--- config.mk ---
export PLATFORM = sky130hd
export DESIGN_NAME = face_bbox_tracker
export DESIGN_NICKNAME = d
export VERILOG_FILES = /design/src/rtl/face_det_pkg.sv /design/src/rtl/skin_classifier.sv /design/src/rtl/face_bbox_tracker.sv
export SDC_FILE = /design/constraint.sdc
export NUM_CORES = 1
export LEC_CHECK = 0
export ABC_AREA = 0
export ABC_CLOCK_PERIOD_IN_PS = 4700
export BUFFER_PORTS_ARGS = -buffer_cell sky130_fd_sc_hd__buf_2
export CORE_MARGIN = 2
export CORE_UTILIZATION = 60
export DETAILED_ROUTE_END_ITERATION = 12
export HOLD_SLACK_MARGIN = 0.15
export PLACE_DENSITY = 0.8
export SYNTH_ARGS = -nofsm -noshare
export SYNTH_HDL_FRONTEND = slang
export SYNTH_SLANG_ARGS = --single-unit
--- constraint.sdc ---
create_clock -name pclk -period 4.7 [get_ports pclk]
set_clock_uncertainty 0.1 [all_clocks]
set_input_delay 1.41 -clock pclk [delete_from_list [all_inputs] [get_ports pclk]]
set_output_delay 1.41 -clock pclk [all_outputs]
set_load 0.02 [all_outputs]
--- src/rtl/face_det_pkg.sv ---
// Shared types and constants for the skin-pixel bounding-box tracker.
// Holds the RGB field positions, coordinate/count widths and the tracker FSM states.
package face_det_pkg;

  localparam int COORD_W = 11;
  localparam int COUNT_W = 19;

  localparam int R_HI = 11;
  localparam int R_LO = 8;
  localparam int G_HI = 7;
  localparam int G_LO = 4;
  localparam int B_HI = 3;
  localparam int B_LO = 0;

  localparam logic [COORD_W-1:0] COORD_MAX = '1;
  localparam logic [COUNT_W-1:0] COUNT_MAX = '1;

  typedef enum logic [1:0] {
    SYNC   = 2'd0,
    ARMED  = 2'd1,
    ACCUM  = 2'd2,
    COMMIT = 2'd3
  } track_state_e;

  // Inclusive extent of a [lo, hi] coordinate range.
  function automatic logic [COORD_W-1:0] span(input logic [COORD_W-1:0] lo,
                                              input logic [COORD_W-1:0] hi);
    return hi - lo + 11'd1;
  endfunction

endpackage

--- src/rtl/skin_classifier.sv ---
// Registered first stage: classifies one RGB444 pixel as skin and delays the
// VGA timing by one cycle so it stays aligned with the skin bit.
module skin_classifier
  import face_det_pkg::*;
#(
  parameter int R_MIN     = 6,
  parameter int RG_MARGIN = 2,
  parameter int RB_MARGIN = 3
) (
  input  logic               pclk,
  input  logic [11:0]        rgb_in,
  input  logic [COORD_W-1:0] hcount_in,
  input  logic [COORD_W-1:0] vcount_in,
  input  logic               hblnk_in,
  input  logic               vblnk_in,
  output logic               skin_p1,
  output logic [COORD_W-1:0] hcount_p1,
  output logic [COORD_W-1:0] vcount_p1,
  output logic               hblnk_p1,
  output logic               vblnk_p1
);

  // Five bits so that G + margin and B + margin can never wrap.
  localparam logic [4:0] R_MIN5 = 5'(R_MIN);
  localparam logic [4:0] RG5    = 5'(RG_MARGIN);
  localparam logic [4:0] RB5    = 5'(RB_MARGIN);

  logic [4:0]         r5, g5_margin, b5_margin;
  logic               skin_p1_d, skin_p1_q;
  logic [COORD_W-1:0] hcount_p1_d, hcount_p1_q;
  logic [COORD_W-1:0] vcount_p1_d, vcount_p1_q;
  logic               hblnk_p1_d, hblnk_p1_q;
  logic               vblnk_p1_d, vblnk_p1_q;

  always_comb begin
    r5          = {1'b0, rgb_in[R_HI:R_LO]};
    g5_margin   = {1'b0, rgb_in[G_HI:G_LO]} + RG5;
    b5_margin   = {1'b0, rgb_in[B_HI:B_LO]} + RB5;
    skin_p1_d   = (r5 >= R_MIN5) && (r5 > g5_margin) && (r5 > b5_margin);
    hcount_p1_d = hcount_in;
    vcount_p1_d = vcount_in;
    hblnk_p1_d  = hblnk_in;
    vblnk_p1_d  = vblnk_in;
  end

  // stage 0 -> stage 1
  always_ff @(posedge pclk) begin
    skin_p1_q   <= skin_p1_d;
    hcount_p1_q <= hcount_p1_d;
    vcount_p1_q <= vcount_p1_d;
    hblnk_p1_q  <= hblnk_p1_d;
    vblnk_p1_q  <= vblnk_p1_d;
  end

  assign skin_p1   = skin_p1_q;
  assign hcount_p1 = hcount_p1_q;
  assign vcount_p1 = vcount_p1_q;
  assign hblnk_p1  = hblnk_p1_q;
  assign vblnk_p1  = vblnk_p1_q;

endmodule

--- src/rtl/face_bbox_tracker.sv ---
// Per-frame skin bounding-box tracker: accumulates skin-pixel extents over a frame
// and publishes the box, count and detect flag during vertical blanking.
module face_bbox_tracker
  import face_det_pkg::*;
#(
  parameter int H_ACTIVE   = 640,
  parameter int V_ACTIVE   = 480,
  parameter int MIN_PIXELS = 256,
  parameter int R_MIN      = 6,
  parameter int RG_MARGIN  = 2,
  parameter int RB_MARGIN  = 3
) (
  input  logic        pclk,
  input  logic        rst,
  input  logic [10:0] hcount_in,
  input  logic [10:0] vcount_in,
  input  logic        hblnk_in,
  input  logic        vblnk_in,
  input  logic [11:0] rgb_in,
  output logic [10:0] rect_x,
  output logic [10:0] rect_y,
  output logic [10:0] rect_w,
  output logic [10:0] rect_h,
  output logic [18:0] pixel_count,
  output logic        detected_flag,
  output logic        frame_done
);

  localparam logic [COORD_W-1:0] H_LIM   = COORD_W'(H_ACTIVE);
  localparam logic [COORD_W-1:0] V_LIM   = COORD_W'(V_ACTIVE);
  localparam logic [COUNT_W-1:0] MIN_CNT = COUNT_W'(MIN_PIXELS);

  logic               skin_p1;
  logic [COORD_W-1:0] hcount_p1, vcount_p1;
  logic               hblnk_p1, vblnk_p1;

  skin_classifier #(
    .R_MIN     (R_MIN),
    .RG_MARGIN (RG_MARGIN),
    .RB_MARGIN (RB_MARGIN)
  ) u_skin_classifier (
    .pclk      (pclk),
    .rgb_in    (rgb_in),
    .hcount_in (hcount_in),
    .vcount_in (vcount_in),
    .hblnk_in  (hblnk_in),
    .vblnk_in  (vblnk_in),
    .skin_p1   (skin_p1),
    .hcount_p1 (hcount_p1),
    .vcount_p1 (vcount_p1),
    .hblnk_p1  (hblnk_p1),
    .vblnk_p1  (vblnk_p1)
  );

  track_state_e       state_d, state_q;
  logic               vblnk_prev_q;
  logic               vblnk_rise, vblnk_fall, pix_valid;
  logic [COORD_W-1:0] min_x_d, min_x_q, min_y_d, min_y_q;
  logic [COORD_W-1:0] max_x_d, max_x_q, max_y_d, max_y_q;
  logic [COUNT_W-1:0] count_d, count_q;
  logic [COORD_W-1:0] rect_x_d, rect_x_q, rect_y_d, rect_y_q;
  logic [COORD_W-1:0] rect_w_d, rect_w_q, rect_h_d, rect_h_q;
  logic [COUNT_W-1:0] pixel_count_d, pixel_count_q;
  logic               detected_d, detected_q;
  logic               frame_done_d, frame_done_q;

  always_comb begin
    vblnk_rise = vblnk_p1 & ~vblnk_prev_q;
    vblnk_fall = ~vblnk_p1 & vblnk_prev_q;
    pix_valid  = skin_p1 & ~hblnk_p1 & ~vblnk_p1 &
                 (hcount_p1 < H_LIM) & (vcount_p1 < V_LIM);
  end

  always_comb begin
    state_d       = state_q;
    min_x_d       = min_x_q;
    min_y_d       = min_y_q;
    max_x_d       = max_x_q;
    max_y_d       = max_y_q;
    count_d       = count_q;
    rect_x_d      = rect_x_q;
    rect_y_d      = rect_y_q;
    rect_w_d      = rect_w_q;
    rect_h_d      = rect_h_q;
    pixel_count_d = pixel_count_q;
    detected_d    = detected_q;
    frame_done_d  = 1'b0;

    case (state_q)
      // Only a vblank rising edge proves we are at a frame boundary.
      SYNC: begin
        if (vblnk_rise) state_d = ARMED;
      end
      ARMED: begin
        min_x_d = COORD_MAX;
        min_y_d = COORD_MAX;
        max_x_d = '0;
        max_y_d = '0;
        count_d = '0;
        if (vblnk_fall) state_d = ACCUM;
      end
      ACCUM: begin
        if (vblnk_rise) begin
          state_d = COMMIT;
        end else if (pix_valid) begin
          if (hcount_p1 < min_x_q) min_x_d = hcount_p1;
          if (hcount_p1 > max_x_q) max_x_d = hcount_p1;
          if (vcount_p1 < min_y_q) min_y_d = vcount_p1;
          if (vcount_p1 > max_y_q) max_y_d = vcount_p1;
          if (count_q != COUNT_MAX) count_d = count_q + 19'd1;
        end
      end
      COMMIT: begin
        frame_done_d  = 1'b1;
        pixel_count_d = count_q;
        state_d       = ARMED;
        if (count_q >= MIN_CNT) begin
          detected_d = 1'b1;
          rect_x_d   = min_x_q;
          rect_y_d   = min_y_q;
          rect_w_d   = span(min_x_q, max_x_q);
          rect_h_d   = span(min_y_q, max_y_q);
        end else begin
          detected_d = 1'b0;
        end
      end
      default: state_d = SYNC;
    endcase
  end

  // stage 1 -> stage 2 (accumulators carry no reset; ARMED clears them)
  always_ff @(posedge pclk) begin
    min_x_q <= min_x_d;
    min_y_q <= min_y_d;
    max_x_q <= max_x_d;
    max_y_q <= max_y_d;
    count_q <= count_d;
    if (!rst) begin
      state_q       <= SYNC;
      vblnk_prev_q  <= 1'b1;
      rect_x_q      <= '0;
      rect_y_q      <= '0;
      rect_w_q      <= '0;
      rect_h_q      <= '0;
      pixel_count_q <= '0;
      detected_q    <= 1'b0;
      frame_done_q  <= 1'b0;
    end else begin
      state_q       <= state_d;
      vblnk_prev_q  <= vblnk_p1;
      rect_x_q      <= rect_x_d;
      rect_y_q      <= rect_y_d;
      rect_w_q      <= rect_w_d;
      rect_h_q      <= rect_h_d;
      pixel_count_q <= pixel_count_d;
      detected_q    <= detected_d;
      frame_done_q  <= frame_done_d;
    end
  end

  assign rect_x        = rect_x_q;
  assign rect_y        = rect_y_q;
  assign rect_w        = rect_w_q;
  assign rect_h        = rect_h_q;
  assign pixel_count   = pixel_count_q;
  assign detected_flag = detected_q;
  assign frame_done    = frame_done_q;

endmodule

==> flow_summary_export.csv <==
group,metric,value,unit
run_status,status,"completed",
clock_tree,numClockSinks,156,
routing,wl,16.9,mm
sta,fin_setup_tns,0,ns
synthesis,yosys.area.top_type,"edfxtp_1",
routing,drtPass1Iterations,4,
critical_path,critPathLaunchType,"register",
critical_path,end_kind,"register",
global_route,track_usage,0.247,
cells_and_area,area_growth,14.8,%
cells_and_area,fin_nets,1030,
worst_hold_path,hold_depth,2,
floorplan,die_w,120,um
floorplan,dieArea,14400,um^2
floorplan,die_y,120,um
clock_tree,cts.clk_slew.worst_paths,0.06,ns
clock_tree,cts_root_buffer,"clkbuf_16",
synthesis,ys.flop_type,"dfxtp_1",
cells_and_area,fin_area,9260,um^2
critical_path,timing_worst_setup_path_type,"reg2reg",
synthesis,synthCells,795,
clock_tree,cts_tree,"built",
routing,drc,0,
critical_path,rrSetupSlack,1.52,ns
routing,antenna_left,0,
clock_tree,ctsHoldBuffers,0,
critical_path,cp_max_fo,53,
sta,min_period,3.18,ns
cells_and_area,nFillCells,982,
global_route,grt_pass1_wl,28.4,mm
power_and_ir_drop,ir_worst_vdd,0.291,mV
global_route,grt_max_degree,54,
synthesis,syn_area,8070,um^2
power_and_ir_drop,cellPowerDensity,480,nW/um^2
routing,wire_per_inst,15.7,um
clock_tree,clock_latency,0.42,ns
sta,fmax,0.315,GHz
global_route,grt_use_met3,0.0428,
routing,vias_per_cell,5.60,
sta,maxSlewViolCount,0,
worst_hold_path,hp-class,"reg2reg",
flow_run,drv_cap,0,
placed_design,io_buffers,102,
synthesis,yosys-top-cells-area,"edfxtp_1 (23%), dfxtp_1 (23%), ha_1 (15%)",
floorplan,num_io_pins,103,
global_route,grt_busiest_layer,"met2",
global_route,met1_usage,0.355,
routing,first_iter_violations,538,
synthesis,synth-async-reset-ratio,0,
placed_design,post_dp_cell_area,8670,um^2
sta,rsz0062_at_grt,"no",
synthesis,synth-edff-count,63,
sta,hold_viol_final,0,
global_route,antenna_found_initial,0,
cells_and_area,diodes,0,
synthesis,yosysSeqAreaShare,0.465,
global_route,grt_pass1_vias,5765,
synthesis,synth_top_area_share,0.235,
critical_path,critPathRequiredTime,4.64,ns
global_route,overflow,0,
floorplan,start_util,0.612,
sta,setup_violations,0,
clock_tree,cts_setup_buffers,0,
clock_tree,ctsResizeCount,0,
floorplan,rows,42,
clock_tree,clk_path_buf_depth,2,
sta,maxSlewHeadroom,0.253,
global_route,global_route.usage.met2,0.377,
critical_path,ff2ff_path_depth,7,
synthesis,yosys_warnings,0,
cells_and_area,final_layout_size_suffix_gt1_frac,0.169,
floorplan,core,13200,um^2
routing,num_vias,6057,
critical_path,crit_arrival,3.12,ns
synthesis,synthTopCellsByCount,"ha_1 (97), dfxtp_1 (93), nand2_1 (78), edfxtp_1 (63), inv_1 (63)",
sta,tightest_slew,1.12,ns
synthesis,synth_area_per_cell,10.1,um^2
synthesis,synth_nets,932,
clock_tree,htreeDepth,4,
placed_design,routabilityCongestion,0.875,
synthesis,yosysMostFrequentCell,"ha_1",
synthesis,yosysUniqueCellTypes,58,
placed_design,dp_hpwl,12.2,mm
sta,fin_crit_sh,0.676,
power_and_ir_drop,power.leakage,4.13,nW
clock_tree,numCtsBuffers,17,
synthesis,synth_seq_cells,156,
-- stage by stage --
step                      instances  hold WS, ns   util  worst slack (ns)  power [mW]
final                          1082        0.348  0.702              1.52        4.45
after global routing           1082        0.368  0.702              1.22        4.72
after CTS                      1082        0.349  0.702              1.51        4.46
after detailed placement       1050        0.341  0.657              1.54        3.08
after global placement         1050        0.338  0.657              1.67        3.04
after floorplan                 795        0.339      -              1.86        2.75
-- power by group --
group / total (mW) / switching (mW) / internal, mW
clock network: 1.36 / 0.534 / 0.824
logic: 1.20 / 0.726 / 0.470
registers: 1.89 / 0.196 / 1.70
total: 4.45 / 1.46 / 2.99
-- cells in the final DEF, fill, tap and decap left out, drive strengths merged, types with 19 or more instances in the layout --
| cell type | instances |
|---|---|
| inv | 64 |
| nor2 | 55 |
| nand2 | 78 |
| xnor2 | 19 |
| clkbuf | 21 |
| nand3 | 20 |
| ha | 97 |
| a21oi | 55 |
| dfxtp | 93 |
| and2 | 27 |
| o21ai | 21 |
| buf | 106 |
| mux2i | 20 |
| nand2b | 28 |
| edfxtp | 63 |
-- area by class of cell --
class	count	area [um^2]	share of cell area
clock buffer	21	472	0.0509
inverter	65	244	0.0263
sequential	156	3750	0.405
clock inverter	11	118	0.0127
tap	176	220	0.0238
multi-input combinational	547	3910	0.423
timing repair buffer	106	541	0.0584
-- layer usage --
layer | wire [um] | vias up
li1 | - | 2984
met1 | 7900 | 2809
met2 | 7470 | 231
met3 | 1190 | 33
met4 | 374 | 0
met5 | 0 | -
-- path summary, 6_finish.rpt --
path / start / end
setup reg to reg: state_q[0] / max_y_q[3]
hold / removal: rect_h[4] / rect_h[4]
hold reg to reg: rect_h[4] / rect_h[4]
setup / recovery: state_q[0] / max_y_q[3]
-- critical path, stage by stage (launching register included) --
cell      delay [ns]
dfxtp_1         0.34
inv_1           0.11
ha_1            0.22
buf_4           0.43
clkinv_1        0.56
a32oi_1         0.62
o21bai_1        0.20
a31oi_1         0.21
-- logic make-up after synthesis --
family | count (synthesis) | share of synthesized area
xor gates and xnor gates | 28 | 0.0304
DFF | 156 | 0.465
buffers and inverters | 92 | 0.0504
AOI/OAI and AO/OA | 138 | 0.112
muxes | 20 | 0.0248
and+or+nand+nor | 262 | 0.161
adders and majority gates | 99 | 0.155
Note: power is estimated with default switching activity, not from simulation.
